--- src/rtl/uart_rx_deser_check.sv ---
// UART RX frame checker: consumes one majority-voted bit per strobe, checks the
// start bit, deserialises LSB-first data, optionally checks parity, checks the
// stop bit, and emits a one-cycle data_valid or error pulse per frame.
module uart_rx_deser_check #(
    parameter int unsigned DATA_WIDTH = 8
) (
    input  logic                  CLK,
    input  logic                  RST,
    input  logic                  sampled_bit,
    input  logic                  sample_valid,
    input  logic                  PAR_EN,
    input  logic                  PAR_TYP,
    output logic [DATA_WIDTH-1:0] P_DATA,
    output logic                  data_valid,
    output logic                  par_err,
    output logic                  stp_err,
    output logic                  strt_glitch,
    output logic                  busy
);

    localparam int unsigned CntW = $clog2(DATA_WIDTH) + 1;
    localparam logic [CntW-1:0] LastBit = CntW'(DATA_WIDTH - 1);

    localparam logic [1:0] StIdle   = 2'd0;
    localparam logic [1:0] StData   = 2'd1;
    localparam logic [1:0] StParity = 2'd2;
    localparam logic [1:0] StStop   = 2'd3;

    logic [1:0]            state_q, state_d;
    logic [DATA_WIDTH-1:0] shift_q, shift_d;
    logic [CntW-1:0]       cnt_q, cnt_d;
    logic                  acc_q, acc_d;
    logic                  par_en_q, par_en_d;
    logic                  par_typ_q, par_typ_d;
    logic                  par_bad_q, par_bad_d;
    logic [DATA_WIDTH-1:0] p_data_q, p_data_d;
    logic                  dv_q, dv_d;
    logic                  pe_q, pe_d;
    logic                  se_q, se_d;
    logic                  sg_q, sg_d;
    logic                  busy_q, busy_d;

    // Frame FSM next-state; nothing moves except on a strobe, pulses default low.
    always_comb begin
        state_d   = state_q;
        shift_d   = shift_q;
        cnt_d     = cnt_q;
        acc_d     = acc_q;
        par_en_d  = par_en_q;
        par_typ_d = par_typ_q;
        par_bad_d = par_bad_q;
        p_data_d  = p_data_q;
        dv_d      = 1'b0;
        pe_d      = 1'b0;
        se_d      = 1'b0;
        sg_d      = 1'b0;

        if (sample_valid) begin
            case (state_q)
                StIdle: begin
                    if (!sampled_bit) begin
                        state_d   = StData;
                        cnt_d     = '0;
                        acc_d     = 1'b0;
                        par_bad_d = 1'b0;
                        // Parity mode is frozen for the whole frame.
                        par_en_d  = PAR_EN;
                        par_typ_d = PAR_TYP;
                    end else begin
                        sg_d = 1'b1;
                    end
                end
                StData: begin
                    shift_d = {sampled_bit, shift_q[DATA_WIDTH-1:1]};
                    acc_d   = acc_q ^ sampled_bit;
                    cnt_d   = cnt_q + CntW'(1);
                    if (cnt_q == LastBit) begin
                        state_d = par_en_q ? StParity : StStop;
                    end
                end
                StParity: begin
                    par_bad_d = (sampled_bit != (acc_q ^ par_typ_q));
                    state_d   = StStop;
                end
                StStop: begin
                    state_d = StIdle;
                    if (!par_bad_q && sampled_bit) begin
                        p_data_d = shift_q;
                        dv_d     = 1'b1;
                    end else begin
                        pe_d = par_bad_q;
                        se_d = ~sampled_bit;
                    end
                end
                default: state_d = StIdle;
            endcase
        end

        busy_d = (state_d != StIdle);
    end

    // State and registered outputs with synchronous active-low reset.
    always_ff @(posedge CLK) begin
        if (!RST) begin
            state_q   <= StIdle;
            shift_q   <= '0;
            cnt_q     <= '0;
            acc_q     <= 1'b0;
            par_en_q  <= 1'b0;
            par_typ_q <= 1'b0;
            par_bad_q <= 1'b0;
            p_data_q  <= '0;
            dv_q      <= 1'b0;
            pe_q      <= 1'b0;
            se_q      <= 1'b0;
            sg_q      <= 1'b0;
            busy_q    <= 1'b0;
        end else begin
            state_q   <= state_d;
            shift_q   <= shift_d;
            cnt_q     <= cnt_d;
            acc_q     <= acc_d;
            par_en_q  <= par_en_d;
            par_typ_q <= par_typ_d;
            par_bad_q <= par_bad_d;
            p_data_q  <= p_data_d;
            dv_q      <= dv_d;
            pe_q      <= pe_d;
            se_q      <= se_d;
            sg_q      <= sg_d;
            busy_q    <= busy_d;
        end
    end

    assign P_DATA      = p_data_q;
    assign data_valid  = dv_q;
    assign par_err     = pe_q;
    assign stp_err     = se_q;
    assign strt_glitch = sg_q;
    assign busy        = busy_q;

endmodule

--- config.mk ---
export PLATFORM = sky130hd
export DESIGN_NAME = uart_rx_deser_check
export DESIGN_NICKNAME = d
export VERILOG_FILES = /design/src/rtl/uart_rx_deser_check.sv
export SDC_FILE = /design/constraint.sdc
export NUM_CORES = 1
export LEC_CHECK = 0
export BUFFER_PORTS_ARGS = -buffer_cell sky130_fd_sc_hd__clkbuf_2
export CAP_MARGIN = 15
export CORE_MARGIN = 4
export CORE_UTILIZATION = 54
export DETAILED_ROUTE_END_ITERATION = 7
export MAX_ROUTING_LAYER = met4
export PLACE_DENSITY = 0.76
export SYNTH_ARGS = -nofsm -noshare
export SYNTH_HDL_FRONTEND = slang
export SYNTH_SLANG_ARGS = --single-unit
--- constraint.sdc ---
create_clock -name CLK -period 1.7 [get_ports CLK]
set_clock_uncertainty 0.2 [all_clocks]
set_input_delay 0.17 -clock CLK [delete_from_list [all_inputs] [get_ports CLK]]
set_output_delay 0.17 -clock CLK [all_outputs]
set_load 0.02 [all_outputs]
# After elaboration in Yosys (flattened, before gate mapping)
# Cells that the tools add are included.
dict set report totals {
  regBits 31
  latch_bits 0
  ram_bits 0
  rom_bits 0
  in_bits 6
  output_inout_bits 13
  word_cells 52
  n_memories 0
}
dict set report op_classes {
  addsub 1
  mul 0
  n_div 0
  magnitude_cmp 0
  n_eq_ne 6
  shift 0
  n_mux 12
  bitwise_logic 6
  reduce_logical 14
}
# cell count
set ops {}
lappend ops {{$reduce_and 3->1} 6}
lappend ops {{$pmux 2 s4} 1}
lappend ops {{$pmux 4 s2} 1}
lappend ops {{$mux 2} 3}
lappend ops {{$reduce_bool 2->1} 3}
lappend ops {{$add 4x1->4 const B} 1}
lappend ops {{$eq 2x2->1 const B} 2}
lappend ops {{$eq 4x3->1 const B} 1}
lappend ops {{$mux 1} 4}
lappend ops {{$mux 4} 1}
lappend ops {{$not 1->1} 4}
lappend ops {{$pmux 1 s2} 2}
lappend ops {{$reduce_or 4->1} 1}
lappend ops {{$eq 2x1->1 const B} 1}
lappend ops {{$logic_not 2->1} 1}
lappend ops {{$ne 2x2->1 const B} 1}
lappend ops {{$reduce_and 2->1} 1}
lappend ops {{$xor 1x1->1} 2}
lappend ops {{$logic_and 1x1->1} 1}
lappend ops {{$logic_not 1->1} 1}
lappend ops {{$ne 1x1->1} 1}

# Depth between registers and ports, before layout
dict set report depth {
  depth_word 5
  ltp_mapped 5
  depth_no_buf 4
}

# Worst setup path after synthesis
# No wires, ideal clock.
dict set report synth_timing {
  path_type {register -> register}
  from {register state_q[1]}
  to {register state_q[1]}
  arrival_time_ns 1.160
  required_time_ns 1.430
  path_slack_ns 0.270
  path_stages_with_launch 6
  path_buffers 2
  cell_sequence {dfxtp_1 -> buf_6 -> nand3b_1 -> buf_6 -> or3_1 -> a21oi_1}
}
dict set report synth_between {
  elab_chain_len 3
}
# element line_no
set synth_lines {}
lappend synth_lines {{from (decl)} 29} ;# logic [1:0] state_q, state_d;
lappend synth_lines {{from (signal assigned)} 105} ;# state_q <= StIdle;
lappend synth_lines {{from (signal assigned)} 119} ;# state_q <= state_d;
lappend synth_lines {{$eq 2x2->1, or another cell as far along} 59} ;# case (state_q)
lappend synth_lines {{$pmux 2 s4} 59}
lappend synth_lines {{$mux 2 *} 58} ;# if (sample_valid) begin
# Every way passes the cells marked *; elsewhere a longest branch is shown, timed or not.
# A chain may end at the register's enable or synchronous reset.

# Worst setup path in the final report
dict set report layout_timing {
  from {input port sampled_bit}
  to {register cnt_q[3]}
}
dict set report layout_between {
  elab_chain_len 2
}
# element line_no
set layout_lines {}
lappend layout_lines {{from (decl)} 9} ;# input logic sampled_bit,
lappend layout_lines {{$ne 2x2->1 (no source line)} -}
lappend layout_lines {{$reduce_and 3->1 (no source line)} -}
lappend layout_lines {{to (signal assigned)} 121} ;# cnt_q <= cnt_d;
lappend layout_lines {{to (decl)} 31} ;# logic [CntW-1:0] cnt_q, cnt_d;
# No other way between the ends.

==> impl_metrics.env <==
export IMPL_nets=169
export IMPL_coreArea_um2=2230
export IMPL_ctsHtreeMaxLevel=2
export IMPL_power_leakage_nw=0.607
export IMPL_io_pins=19
export IMPL_wl_per_cell_um=13.3
export IMPL_synth_cells=139
export IMPL_dieArea_um2=3200
export IMPL_combinationalPowerShare=0.083
export IMPL_place_congestion=0.847
export IMPL_antenna_found_initial=0
export IMPL_max_cap_violations=0
export IMPL_area_growth_pct=14.6
export IMPL_violations="setup timing"
export IMPL_fin_hold_ws_ns=0.0572
export IMPL_slew_headroom=0.766
export IMPL_final_layout_size_suffix_gt1_frac=0.184
export IMPL_drt_iter0_markers=27
export IMPL_clock_fmax_ghz=0.588
export IMPL_ys_flop_type="dfxtp_1"
export IMPL_power_w=0.00126
export IMPL_cts_buffer_depth=2
export IMPL_peakVddDrop_v=0.000566
export IMPL_cts_buffers=5
export IMPL_critPathMaxFanout=9
export IMPL_p_clk_frac=0.319
export IMPL_path_clk_slew_ns=0.09
export IMPL_core_rowCount=17
export IMPL_status="complete, but fails checks"
export IMPL_worst_slack_ns=-0.000955
export IMPL_yosys_warnings=0
export IMPL_ys_types=30
export IMPL_dr_pass1_iters=4
export IMPL_overflow=0
export IMPL_crit_required_ns=1.76
export IMPL_drc=0
export IMPL_wl_um=2550
export IMPL_clk_latency_ns=0.33
export IMPL_vias_per_cell=5.34
export IMPL_ys_ff_latch=31
export IMPL_async_reset_ff_frac=0
export IMPL_worst_slew_pin_slew_ns=0.347
export IMPL_rsz0062_at_grt="no"
export IMPL_die_h_um=56.6
export IMPL_num_vias=1020
export IMPL_ys_seq_area_frac=0.487
export IMPL_synth_net_count=146
export IMPL_final_hold_violation_count=0
export IMPL_fin_crit_ns=1.70
export IMPL_grt_usage=0.176
export IMPL_hp_class="primary input to register"
export IMPL_start_util=0.571
export IMPL_grt_pass1_vias=923
export IMPL_cts_setup_buffers=0
export IMPL_grt_first_pass_wirelength_um=4130
export IMPL_startpoint_type="primary input"
export IMPL_worstPathArrival_ns=1.76
export IMPL_antenna_left=0
export IMPL_p_int_w=0.000945
export IMPL_critPathKind="primary input to register"
export IMPL_power_switching_w=0.000313
export IMPL_setup_viol=1
export IMPL_clock_sinks=31
export IMPL_grt_max_degree=16
export IMPL_cellPowerDensity_nw_per_um2=861
export IMPL_cts_tree="built"
export IMPL_cts_root_buf="clkbuf_4"
export IMPL_setup_worst_path_end_class="register"
export IMPL_seqPwrFrac=0.598
export IMPL_n_antenna_cell=0
export IMPL_swShare=0.249
export IMPL_synth_edf_count=0
export IMPL_numPortBuffers=18
export IMPL_syn_cell_area_um2=1270
export IMPL_dp_hpwl_um=1730
export IMPL_tns_ns=-0.000955
export IMPL_ff2ff_setup_slack_ns=0.09
export IMPL_die_width_um=56.6
export IMPL_syn_avg_cell_area_um2=9.17
export IMPL_period_share=1.00
export IMPL_drv_slew=0
cell type report:
cell class,instances,area (um2)
clock buffers,7,45.0
clock inverters,1,5.00
fillers,184,772
inverters,5,18.8
multi-input cells,94,583
flip-flops and latches,31,622
well taps,28,35.0
repair buffers,25,153
synthesized netlist by cell type (2+ instances only):
master     n  area [um2]
mux2i_1    9        90.1
nand2b_1   4        25.0
nand2_1    7        26.3
a21oi_1   15        75.1
or4_1      2        15.0
dfxtp_1   31         621
nor2b_1    5        31.3
clkbuf_1   3        11.3
o21ai_0    9        45.0
inv_1      5        18.8
buf_2      2        10.0
nand3_1   10        50.1
and3_1     2        12.5
buf_6      3        33.8
nor2_1    13        48.8
o31ai_1    2        15.0
nor3_1     4        20.0
power by group through the flow:
stage | combinational, W | sequential (W) | clock (W)
2_1_floorplan | 0.0000756 | 0.000765 | 0
3_3_place_gp | 0.0000921 | 0.000766 | 0
3_5_place_dp | 0.0000936 | 0.000767 | 0
4_1_cts | 0.000102 | 0.000750 | 0.000411
5_1_grt | 0.000114 | 0.000754 | 0.000444
6_report | 0.000104 | 0.000752 | 0.000402
metrics by stage:
step	setup slack, ns	util	area [um2]	std cells
after global placement	0.155	0.609	1360	179
after CTS	0.00551	0.649	1450	191
final	-0.000955	0.654	1460	191
after global routing	0.00910	0.654	1460	191
after detailed placement	0.0919	0.609	1360	179
after floorplan	0.270	-	1270	139
cells in the final DEF (no fill, tap or decap), types with 2 or more instances in the layout:
| master | count |
|---|---|
| dfxtp_1 | 30 |
| clkbuf_2 | 18 |
| a21oi_1 | 15 |
| nor2_1 | 13 |
| nand3_1 | 10 |
| o21ai_0 | 9 |
| mux2i_1 | 9 |
| nand2_1 | 7 |
| inv_1 | 5 |
| nor2b_1 | 5 |
| clkbuf_4 | 5 |
| nor3_1 | 4 |
| nand2b_1 | 4 |
| dlygate4sd3_1 | 4 |
| buf_4 | 3 |
| o31ai_1 | 2 |
| or4_1 | 2 |
| clkbuf_1 | 2 |
state kept, by name (all words and copies together) (netlist names):
signal,count
par_bad_q,1
strt_glitch,1
busy,1
acc_q,1
par_err,1
stp_err,1
state_q,2
par_en_q,1
par_typ_q,1
shift_q,8
P_DATA,8
data_valid,1
cnt_q,4
worst max-delay path, cell delays in order:
cell and delay [ns]:
dlygate4sd3_1 0.53, clkbuf_2 0.21, nor2b_1 0.22, or4_1 0.48, a21oi_1 0.15
cells by family (layout without fill, tap and decap cells):
family / count (synthesis) / count (layout) / synth area share
and+or+nand+nor: 52 / 52 / 0.214
DFF: 31 / 31 / 0.487
AOI/OAI and AO/OA: 30 / 30 / 0.131
buffers and inverters: 14 / 38 / 0.0638
muxes: 9 / 9 / 0.0707
xor gates and xnor gates: 2 / 2 / 0.0245
adders and majority gates: 1 / 1 / 0.00981
timing repair:
action,4_1_cts,5_1_grt
hold buffers,4,0
hold endpoints to repair,7,0
endpoints found under the setup margin,0,9
resized for setup,0,3
metal layers:
layer,track usage,part of all wire
met5,-,0
met4,0.0983,0.016
met3,0.0805,0.060
met2,0.238,0.46
met1,0.215,0.46
worst paths after layout:
| path | start | end | cells past startpoint |
|---|---|---|---|
| setup / recovery | sampled_bit | cnt_q[3]$_SDFFE_PN0P_ | 5 |
| setup reg to reg | state_q[1]$_SDFF_PN0_ | cnt_q[3]$_SDFFE_PN0P_ | 3 |
| hold reg to reg | P_DATA[5]$_SDFFE_PN0P_ | P_DATA[5]$_SDFFE_PN0P_ | 2 |
| hold / removal | sample_valid | cnt_q[1]$_SDFFE_PN0P_ | 3 |
Power figures use the tool's default switching activity.
